`src/rtl/draw_line_pkg.sv`:
```
// Shared types and widths for the Bresenham line rasteriser.
package draw_line_pkg;

  localparam int COORD_W_DEF = 16;
  // Error accumulator width for the default coordinate width (COORD_W + 3).
  localparam int ERR_W = COORD_W_DEF + 3;

  typedef enum logic [1:0] {
    IDLE   = 2'd0,
    ACTIVE = 2'd1,
    DONE   = 2'd2
  } dl_state_e;

endpackage

```
`src/rtl/draw_line_bresenham_step.sv`:
```
// One combinational Bresenham step: advances (x, y) and the error term.
module bresenham_step #(
  parameter int COORD_W = 16
) (
  input  logic        [COORD_W-1:0] i_x,
  input  logic        [COORD_W-1:0] i_y,
  input  logic signed [COORD_W+2:0] i_err,
  input  logic signed [COORD_W+1:0] i_dx,
  input  logic signed [COORD_W+1:0] i_dy,
  input  logic signed [1:0]         i_sx,
  input  logic signed [1:0]         i_sy,
  output logic        [COORD_W-1:0] o_x,
  output logic        [COORD_W-1:0] o_y,
  output logic signed [COORD_W+2:0] o_err
);

  logic signed [COORD_W+3:0] w_e2;
  logic signed [COORD_W+3:0] w_dx_e2;
  logic signed [COORD_W+3:0] w_dy_e2;
  logic signed [COORD_W+2:0] w_dx_err;
  logic signed [COORD_W+2:0] w_dy_err;
  logic        [COORD_W-1:0] w_sx_ext;
  logic        [COORD_W-1:0] w_sy_ext;
  logic                      w_move_x;
  logic                      w_move_y;

  assign w_e2     = signed'({i_err, 1'b0});
  assign w_dx_e2  = i_dx;
  assign w_dy_e2  = i_dy;
  assign w_dx_err = i_dx;
  assign w_dy_err = i_dy;
  // Direction is +1/-1; sign-extend so adding it wraps correctly as a decrement.
  assign w_sx_ext = {{(COORD_W-2){i_sx[1]}}, i_sx};
  assign w_sy_ext = {{(COORD_W-2){i_sy[1]}}, i_sy};
  assign w_move_x = (w_e2 >= w_dy_e2);
  assign w_move_y = (w_e2 <= w_dx_e2);

  always_comb begin
    o_x   = i_x;
    o_y   = i_y;
    o_err = i_err;
    if (w_move_x) begin
      o_x   = i_x + w_sx_ext;
      o_err = o_err + w_dy_err;
    end
    if (w_move_y) begin
      o_y   = i_y + w_sy_ext;
      o_err = o_err + w_dx_err;
    end
  end

endmodule

```
`src/rtl/draw_line.sv`:
```
// Bresenham line rasteriser: load endpoints on calculate, step on get_pixel.
module draw_line
  import draw_line_pkg::*;
#(
  parameter int COORD_W = COORD_W_DEF
) (
  input  logic               clk,
  input  logic               reset,
  input  logic               calculate,
  input  logic [COORD_W-1:0] x1,
  input  logic [COORD_W-1:0] y1,
  input  logic [COORD_W-1:0] x2,
  input  logic [COORD_W-1:0] y2,
  input  logic               get_pixel,
  output logic [COORD_W-1:0] x_o,
  output logic [COORD_W-1:0] y_o,
  output dl_state_e          state_o
);

  localparam int ERR_WL = COORD_W + (ERR_W - COORD_W_DEF);

  dl_state_e                 r_state;
  dl_state_e                 w_next_state;
  logic        [COORD_W-1:0] r_x;
  logic        [COORD_W-1:0] r_y;
  logic        [COORD_W-1:0] r_tx;
  logic        [COORD_W-1:0] r_ty;
  logic signed [ERR_WL-1:0]  r_err;
  logic signed [COORD_W+1:0] r_dx;
  logic signed [COORD_W+1:0] r_dy;
  logic signed [1:0]         r_sx;
  logic signed [1:0]         r_sy;

  logic        [COORD_W-1:0] w_dx_mag;
  logic        [COORD_W-1:0] w_dy_mag;
  logic signed [COORD_W+1:0] w_ld_dx;
  logic signed [COORD_W+1:0] w_ld_dy;
  logic signed [ERR_WL-1:0]  w_ld_dx_e;
  logic signed [ERR_WL-1:0]  w_ld_dy_e;
  logic signed [ERR_WL-1:0]  w_ld_err;
  logic signed [1:0]         w_ld_sx;
  logic signed [1:0]         w_ld_sy;
  logic        [COORD_W-1:0] w_nx;
  logic        [COORD_W-1:0] w_ny;
  logic signed [ERR_WL-1:0]  w_nerr;
  logic                      w_step;

  assign w_dx_mag  = (x2 >= x1) ? (x2 - x1) : (x1 - x2);
  assign w_dy_mag  = (y2 >= y1) ? (y2 - y1) : (y1 - y2);
  assign w_ld_dx   = signed'({2'b00, w_dx_mag});
  assign w_ld_dy   = -signed'({2'b00, w_dy_mag});
  assign w_ld_dx_e = w_ld_dx;
  assign w_ld_dy_e = w_ld_dy;
  assign w_ld_err  = w_ld_dx_e + w_ld_dy_e;
  assign w_ld_sx   = (x1 < x2) ? 2'sd1 : -2'sd1;
  assign w_ld_sy   = (y1 < y2) ? 2'sd1 : -2'sd1;

  bresenham_step #(.COORD_W(COORD_W)) u_step (
    .i_x   (r_x),
    .i_y   (r_y),
    .i_err (r_err),
    .i_dx  (r_dx),
    .i_dy  (r_dy),
    .i_sx  (r_sx),
    .i_sy  (r_sy),
    .o_x   (w_nx),
    .o_y   (w_ny),
    .o_err (w_nerr)
  );

  // Load beats step; steps are only taken while ACTIVE.
  always_comb begin
    w_next_state = r_state;
    w_step       = 1'b0;
    if (calculate) begin
      w_next_state = (x1 == x2 && y1 == y2) ? DONE : ACTIVE;
    end else if (r_state == ACTIVE && get_pixel) begin
      w_step = 1'b1;
      if (w_nx == r_tx && w_ny == r_ty) begin
        w_next_state = DONE;
      end
    end
  end

  always_ff @(posedge clk) begin
    if (reset) begin
      r_state <= IDLE;
      r_x     <= '0;
      r_y     <= '0;
      r_tx    <= '0;
      r_ty    <= '0;
      r_err   <= '0;
      r_dx    <= '0;
      r_dy    <= '0;
      r_sx    <= '0;
      r_sy    <= '0;
    end else begin
      r_state <= w_next_state;
      if (calculate) begin
        r_x   <= x1;
        r_y   <= y1;
        r_tx  <= x2;
        r_ty  <= y2;
        r_dx  <= w_ld_dx;
        r_dy  <= w_ld_dy;
        r_err <= w_ld_err;
        r_sx  <= w_ld_sx;
        r_sy  <= w_ld_sy;
      end else if (w_step) begin
        r_x   <= w_nx;
        r_y   <= w_ny;
        r_err <= w_nerr;
      end
    end
  end

  assign x_o     = r_x;
  assign y_o     = r_y;
  assign state_o = r_state;

endmodule

```
`config.mk`:
```
export PLATFORM = sky130hd
export DESIGN_NAME = draw_line
export DESIGN_NICKNAME = d
export VERILOG_FILES = /design/src/rtl/draw_line_pkg.sv /design/src/rtl/draw_line_bresenham_step.sv /design/src/rtl/draw_line.sv
export SDC_FILE = /design/constraint.sdc
export NUM_CORES = 1
export LEC_CHECK = 0
export ABC_AREA = 1
export CAP_MARGIN = 15
export CELL_PAD_IN_SITES_DETAIL_PLACEMENT = 1
export CELL_PAD_IN_SITES_GLOBAL_PLACEMENT = 1
export CORE_MARGIN = 1
export CORE_UTILIZATION = 47
export CTS_BUF_LIST = sky130_fd_sc_hd__clkbuf_4 sky130_fd_sc_hd__clkbuf_8
export DETAILED_ROUTE_END_ITERATION = 10
export GPL_TIMING_DRIVEN = 0
export HOLD_SLACK_MARGIN = 0.08
export PLACE_DENSITY = 0.93
export SKIP_CTS_REPAIR_TIMING = 1
export SYNTH_ARGS = -nofsm -noshare
export SYNTH_HDL_FRONTEND = slang
export SYNTH_SLANG_ARGS = --single-unit
export TNS_END_PERCENT = 5
```
`constraint.sdc`:
```
create_clock -name clk -period 11.7 [get_ports clk]
set_input_delay 1.755 -clock clk [delete_from_list [all_inputs] [get_ports clk]]
set_output_delay 1.755 -clock clk [all_outputs]
set_load 0.02 [all_outputs]
```
==> metrics, run 1 <==
status=complete, no violations; HP Class=flop to flop; Rows=64; R2R Setup Slk=6.51 ns; Post-Route WL=62.1 mm; post-route ant nets=0; Power per Cell Area=159 nW/um^2; worst r2r path cells=29; Tot GR Track Use=38.2%; CTS clk-pin slew, worst paths=0.09 ns; first drt pass iteration count=6; Synth async-reset ratio=0%; first-pass GRT wire length=97.9 mm; slowest stage cell, crit path=clkdlybuf4s50_1; synthesized area=14900 um^2; clock root buffer=clkbuf_8; Hold Crit Start=x_o[12]; Crit path top cell by count=nand2_1; max_cap viols=0; Synth Flop Type=dfxtp_1; final core utilization=54.5%; met1 GRT Util=44.3%; hpwl dp=51.2 mm; TritonCTS clock tree=built; met2 GRT Util=68.1%; routed vias/inst=5.88; Synth Area in Adders=16.2%; 1st-iter DRT viols=1160; largest family of logic cells by synthesized area=simple AND/OR/NAND/NOR gates; area added between synthesis and finish=12.8%; Inserted Clock Buffers=17; largest net degree at the start of global routing=18; startpoint types=input port; Min Hold Slack=0.543 ns; Initial Util=48.3%; Max transition margin=27.7%; post-route insts no fill=2970; Min-Delay Endpoint=x_o[12]; Synth Area in Simple Gates=30.3%; WHS Path Cells=2; worst vdd ir=79.7 uV; Synth cell types=53; Synthesized Nets=2698; gr ovfl total=0; die outline height=180 um; fraction of layout cells with a size suffix above 1=4.04%; setup violators final=0; Die ar.=32500 um^2; die width=180 um; Synth Area in XOR/XNOR=5.28%; Yosys reg bits=122; CP max FO=10; Crit Reg-Reg Endpoint=r_err[17]; slew at the pin closest to its max-slew limit=1.08 ns; initial antenna violation count=0; CORE AREA=30900 um^2; Synth Area in Compound Gates=19.7%; Final Net Count=2817; Mean Syn Cell Area=6.12 um^2; sequential element share of the synthesized area=16.3%; CP required=12.08 ns; vias in the first global route=18600; TNS Setup=0 ns; Residual DRC=0; GPL Wtd Cong=0.983; worst r2r src=r_dy[17]; Vias=17500; Worst Path Arrival=7.74 ns; Ys Warns=0; Hold Violations, Final=0; Syn Inst Count=2442; global routing's busiest layer=met2; fmax=136 MHz; critical path class=input port to flop; Wirelength per Cell=20.9 um; H-tree Lvls=4; CP max stage delay=0.53 ns; placed insts=2938; port buffer count=100; ant diodes=0; Clock Sinks=122; Tmin final=7.36 ns; Layout fillers=4403; Final Max Tran Viols=0; Leak=0.00852 uW; RSZ-0062 raised after global routing=no; final setup skew=0.0152 ns; post-synthesis mux area share=0.469%; routing usage on met3=5.15%; Post-synth EDFFs=0; Worst-Skew Late Latency=0.48 ns; period utilization=62.9%; Ports=102; Clock Tree Buf Depth=2; crit end category=flop
-- power breakdown --
part | leakage [uW] | switching [uW] | internal [uW]
combinational | 0.00730 | 1150 | 566
sequential | 0.00101 | 75.9 | 461
clock | 0.000210 | 213 | 209
-- worst max-delay path by stage --
stage | startpoint | to | slack [ns] | cells after the start
2_1_floorplan | x2[0] | r_err[12] | 6.17 | 26
3_3_place_gp | x2[0] | r_err[12] | 4.28 | 27
3_5_place_dp | x2[0] | r_err[12] | 4.18 | 27
4_1_cts | x2[0] | r_err[14] | 4.63 | 27
5_1_grt | x2[0] | r_err[12] | 4.17 | 27
6_report | x1[6] | r_err[14] | 4.34 | 26
-- logic make-up after synthesis --
| group | after synthesis |
|---|---|
| compound gates | 535 |
| xor+xnor | 90 |
| fa+ha+maj | 188 |
| buf+inv | 450 |
| flops | 122 |
| mux | 7 |
| simple gates | 1050 |
-- cell usage in the layout (no fill, tap or decap), types with 15 or more instances in the layout --
master	instances
xnor2_1	27
xor2_1	63
ha_1	179
clkbuf_1	54
nand3_1	155
dfxtp_1	122
a21oi_1	232
nand2_1	636
clkdlybuf4s50_1	100
a31oi_1	46
nand3b_1	25
inv_1	368
o21ai_0	182
nand4_1	32
clkbuf_8	20
o21bai_1	15
nor2_1	148
-- layout make-up --
cell class | count | area, um^2 | area share, %
buffer | 75 | 340 | 2.02
clock buffer | 20 | 275 | 1.63
clock inverter | 12 | 139 | 0.824
inverter | 375 | 1410 | 8.35
multi-input combinational | 1870 | 10800 | 63.8
sequential | 122 | 2440 | 14.5
tap | 396 | 495 | 2.94
timing repair buffer | 100 | 1000 | 5.94
-- per-layer routing --
metal  wire length, um  vias up
li1                  -     8241
met5                 0        -
met4              3130        0
met3              3400      174
met1             25600     8483
met2             30000      577
-- synthesized netlist by cell type, drive strengths merged (4+ instances only) --
cell     count  area (um^2)
a21o         8         60.1
o21a         5         37.5
o2111ai      5         43.8
nand3      160          826
o221ai       4         35.0
nand3b      25          188
xnor2       27          236
nand4       34          234
nor3        12         71.3
mux2i        7         70.1
xor2        63          552
dfxtp      122         2440
nor2       160          661
o21ai      197         1020
fa           9          180
o211ai       4         30.0
buf         21          138
ha         179         2240
clkbuf      54          203
a21oi      235         1190
a31oi       46          288
inv        374         1400
nand2      648         2480
a21boi       4         30.0
o21bai      15          113
-- per-stage QoR --
| stage | total power, uW | instance area (um^2) | setup slack (ns) |
|---|---|---|---|
| after floorplan | 1670 | 14900 | 6.17 |
| after global routing | 2860 | 16900 | 4.17 |
| after CTS | 2630 | 16900 | 4.63 |
| after global placement | 2110 | 16400 | 4.28 |
| after detailed placement | 2200 | 16400 | 4.18 |
| final | 2680 | 16900 | 4.34 |
-- flip-flops by register name, summed over array words and instances (netlist names) --
signal and flops:
r_sx 2, state_o 2, r_tx 16, x_o 16
y_o 16, r_dx 16, r_err 19, r_dy 18
r_ty 16, r_sy 1
-- critical path: cells and delay by family --
kind | cells | cell delay (ns)
compound gates | 7 | 1.56
simple gates | 9 | 1.61
xor+xnor | 1 | 0.53
buf+inv | 7 | 1.60
fa+ha+maj | 2 | 0.66
No activity file was read; power rests on OpenSTA's default activity.
==> run 2: changes to the inputs <==
Settings changed: CORE_UTILIZATION 47 to 40, PLACE_DENSITY 0.93 to 0.85.
Clock period 11.7 ns to 6 ns, I/O delays scaled along.
==> run 2 against run 1 <==
  * Register-to-register slack worse by 5.9 ns
  * Via count fell by 1.3%
  * Die area up 17%
  * Wire length decreased by 3.8%
  * Core utilization fell by 8.2 points
  * Sequential power increased by 94%
  * Global-route usage decreased by 6.8 points
  * Critical path type unchanged
  * Critical endpoint is now r_err[12]
  * Largest cell class unchanged
  * Largest power group unchanged
==> metrics, run 2 (synthesis results as in run 1) <==
status=complete, no violations; Tmin final=5.67 ns; Clock Sinks=122; area added between synthesis and finish=13.8%; CORE AREA=36700 um^2; most flop-heavy register=r_err; crit end category=flop; Rows=70; Max transition margin=23.7%; Worst-Skew Late Latency=0.49 ns; initial antenna violation count=1; slowest stage cell, crit path=xnor2_1; fmax=176 MHz; die width=195 um; Layout fillers=5085; first-pass GRT wire length=94.9 mm; Residual DRC=0; routing usage on met3=3.64%; Initial Util=40.7%; TNS Setup=0 ns; sequential group share of total power=20.1%; met1 GRT Util=39.1%; CP top delay family=compound AO/OA/AOI/OAI gates; first drt pass iteration count=6; CP max stage delay=0.57 ns; Worst Path Arrival=6.02 ns; post-route ant nets=0; P_int=2430 uW; period utilization=94.4%; Comb pwr share=63.7%; Crit path top cell by count=nand2_1; ant diodes=0; RSZ-0062 raised after global routing=no; Die ar.=38100 um^2; gr ovfl total=0; Crit Reg-Reg Endpoint=r_err[14]; commonest cells after routing, fill and taps aside=nand2_1, inv_1, a21oi_1; Final Net Count=2815; largest registers=r_err (19), r_dy (18); HP Class=flop to flop; hpwl dp=49.4 mm; Final Max Tran Viols=0; Hold Violations, Final=0; routed vias/inst=5.67; 1st-iter DRT viols=936; design area=17000 um^2; fraction of layout cells with a size suffix above 1=4.43%; max reg flops=19; clock root buffer=clkbuf_8; port buffer count=100; vias in the first global route=17900; startpoint types=input port; die outline height=195 um; Min-Delay Endpoint=r_sx[0]; max_cap viols=0; Tot GR Track Use=31.4%; WHS Path Cells=2; Vias=17200; clock share of power=16.3%; Switching Fraction=53.0%; Hold Crit Start=r_sx[0]; largest net degree at the start of global routing=18; Clock Tree Buf Depth=2; final setup skew=0.0274 ns; slew at the pin closest to its max-slew limit=1.14 ns; Leak=0.00853 uW; critical path class=input port to flop; CTS clk-pin slew, worst paths=0.09 ns; setup violators final=0; GPL Wtd Cong=0.959; Wirelength per Cell=19.7 um; most common cell after layout, fill and taps aside=nand2_1; met2 GRT Util=53.7%; Ports=102; Inserted Clock Buffers=17; CP bufs+invs=3; CP max FO=10; worst r2r src=r_dy[17]; global routing's busiest layer=met2; CP required=6.36 ns; TritonCTS clock tree=built; Power per Cell Area=304 nW/um^2; Critical Path Stages=25; worst r2r path cells=24; worst vdd ir=197 uV; area post-placement=16500 um^2; H-tree Lvls=4; Post-Route WL=59.8 mm; R2R Setup Slk=0.58 ns; Psw=2740 uW
run 2: cell count changes in the layout (fill, tap and decap cells not counted), sizes merged:
cell      change
clkbuf        -3
clkinvlp      +2
buf           -1
bufinv        +1
inv           -1
run 2: worst min-delay path: cells and delay by family (launching register included):
kind / cells / cell delay [ns]
simple gates: 2 / 0.13
flops: 1 / 0.35
run 2: final cells by class:
cell class | instances | area (um^2) | area share, %
well taps | 468 | 586 | 3.44
flip-flops and latches | 122 | 2440 | 14.4
inverters | 375 | 1410 | 8.28
multi-input cells | 1870 | 10800 | 63.6
clock buffers | 18 | 241 | 1.42
clock inverters | 14 | 171 | 1.01
repair buffers | 100 | 1000 | 5.88
plain buffers | 73 | 335 | 1.97
run 2: how the worst max path moves through the flow:
stage / startpoint / endpoint / slack (ns)
detailed placement: x2[0] / r_err[13] / -0.43
finish: x2[0] / r_err[12] / 0.33
CTS: x2[0] / r_err[13] / 0.007
floorplan: x2[0] / r_err[12] / 1.32
global placement: x2[0] / r_err[13] / -0.23
global route: y1[2] / r_err[16] / 0.03
run 2: metal layers:
metal  vias up  routed length, um
li1       8254                  -
met3       159               2460
met4         2               2900
met1      8357              26400
met5         -                 15
met2       477              28000
run 2: power groups by stage:
stage | Clock [uW] | Sequential [uW] | Combinational [uW]
floorplan | 0 | 1010 | 2260
global placement | 0 | 1050 | 3020
detailed placement | 0 | 1050 | 3190
CTS | 835 | 1030 | 3220
global route | 865 | 1040 | 3650
finish | 840 | 1040 | 3290
run 2: through the flow:
step           worst slack (ns)  hold WS, ns  power [uW]  cells  utilization, %
2_1_floorplan              1.32        0.461        3270   2442               -
4_1_cts                 0.00675        0.516        5080   3042            46.2
3_5_place_dp             -0.430        0.501        4240   3010            45.0
5_1_grt                  0.0277        0.541        5560   3040            46.3
6_report                  0.333        0.513        5160   3040            46.3
3_3_place_gp             -0.225        0.491        4070   3010            45.0
==> run 3: changes to the inputs <==
Settings changed: CORE_UTILIZATION 40 to 30, PLACE_DENSITY 0.85 to 0.62.
==> run 3 against run 2 <==
  * Clock-buffer cell count stayed put
  * First-iteration DRC count is 10% lower
  * Final cell count is 6.4% higher
  * Sequential power hardly changed
  * Largest cell class unchanged
==> metrics, run 3 (synthesis results as in run 1) <==
status=complete, no violations; P_int=2340 uW; clock share of power=15.0%; Clock Tree Buf Depth=2; TritonCTS clock tree=built; crit end category=flop; Clock Sinks=122; vias in the first global route=16800; most flop-heavy register=r_err; Power Total=5070 uW; Worst-Skew Late Latency=0.51 ns; Vias=16500; fraction of layout cells with a size suffix above 1=4.32%; hpwl dp=53.1 mm; routed vias/inst=5.11; design area=17200 um^2; sequential group share of total power=20.4%; TNS Setup=0 ns; final worst slack=0.359 ns; ant diodes=0; Initial Util=30.5%; largest net degree at the start of global routing=18; period utilization=94.0%; Hold Violations, Final=0; CP max FO=10; H-tree Lvls=4; 1st-iter DRT viols=840; GPL Wtd Cong=0.874; Psw=2730 uW; final setup skew=0.0184 ns; critical path class=input port to flop; die width=225 um; Inserted Clock Buffers=17; Rows=81; initial antenna violation count=0; Residual DRC=0; fmax=177 MHz; largest registers=r_err (19), r_dy (18); worst vdd ir=115 uV; Worst Path Arrival=6.08 ns; most common cell after layout, fill and taps aside=nand2_1; setup violators final=0; Final Net Count=2813; pre-CTS setup slack=-0.557 ns; first-pass GRT wire length=96.8 mm; Post-Route WL=62.7 mm; die outline height=225 um; max reg flops=19; area added between synthesis and finish=15.1%; clock root buffer=clkbuf_8; Min Hold Slack=0.500 ns; Comb pwr share=64.7%; CTS clk-pin slew, worst paths=0.09 ns; gr ovfl total=0; CP required=6.44 ns; HP Class=flop to flop; Switching Fraction=53.8%; slew at the pin closest to its max-slew limit=1.15 ns; Tmin final=5.64 ns; post-route ant nets=0; Max transition margin=23.2%; Final Max Tran Viols=0; first drt pass iteration count=5; port buffer count=100; Tot GR Track Use=25.0%; CORE AREA=49100 um^2; Die ar.=50700 um^2; area post-placement=16800 um^2; Leak=0.00849 uW; commonest cells after routing, fill and taps aside=nand2_1, inv_1, a21oi_1; Wirelength per Cell=19.4 um; max_cap viols=0; startpoint types=input port; RSZ-0062 raised after global routing=no; Power per Cell Area=295 nW/um^2; Ports=102
-- run 3: final cells by class --
class	instances	area [um^2]
multi-input cells	1870	10800
fillers	6533	31900
inverters	375	1410
repair buffers	100	1000
plain buffers	71	328
clock buffers	18	248
flip-flops and latches	122	2440
clock inverters	14	125
well taps	664	831
-- run 3: power by group through the flow --
| stage | logic [uW] | registers (uW) | clock network [uW] |
|---|---|---|---|
| floorplan | 2260 | 1010 | 0 |
| global placement | 3140 | 1050 | 0 |
| detailed placement | 3230 | 1060 | 0 |
| CTS | 3250 | 1040 | 779 |
| global route | 3680 | 1050 | 812 |
| finish | 3280 | 1030 | 760 |
-- run 3: routing by layer --
metal / global-route usage (%) / share of wire, % / vias up / wire length [um]
met5: 0 / 0 / - / 0
met4: 7.61 / 2.6 / 0 / 1630
met3: 2.80 / 3.2 / 68 / 2000
met2: 42.4 / 47 / 279 / 29200
met1: 33.1 / 48 / 7937 / 29900
li1: - / - / 8231 / -
-- run 3: worst paths after layout --
path,startpoint,to,slack [ns],cells past startpoint
worst max-delay path,x2[0],r_err[14],0.36,28
worst min register to register,r_dx[7],r_dx[7],0.50,2
worst max register to register,r_dy[17],r_err[13],0.60,31
worst min-delay path,r_dx[7],r_dx[7],0.50,2
-- run 3: metrics by stage --
stage,instances,utilization [%]
after floorplan,2442,-
after global placement,3206,34.2
after detailed placement,3206,34.2
after CTS,3238,35.0
after global routing,3234,35.1
final,3234,35.1
-- run 3: critical path, cell delays in order --
cell and delay, ns:
clkdlybuf4s50_1 0.54, inv_1 0.08, ha_1 0.21, fa_1 0.42
o21ai_1 0.25, a21boi_0 0.21, o21ai_0 0.27, nand2_1 0.08
nand3_1 0.08, buf_4 0.22, clkbuf_4 0.26, nand2_1 0.06
o21ai_0 0.10, xor2_1 0.32, inv_1 0.09, ha_1 0.37
a21oi_1 0.17, nand2_1 0.06, a31oi_1 0.27, o21a_1 0.22
o21ai_1 0.15, nand3b_1 0.12, nand2_1 0.08, a21oi_1 0.13
o21ai_1 0.13, nand2_1 0.09, inv_1 0.05, a21oi_1 0.14
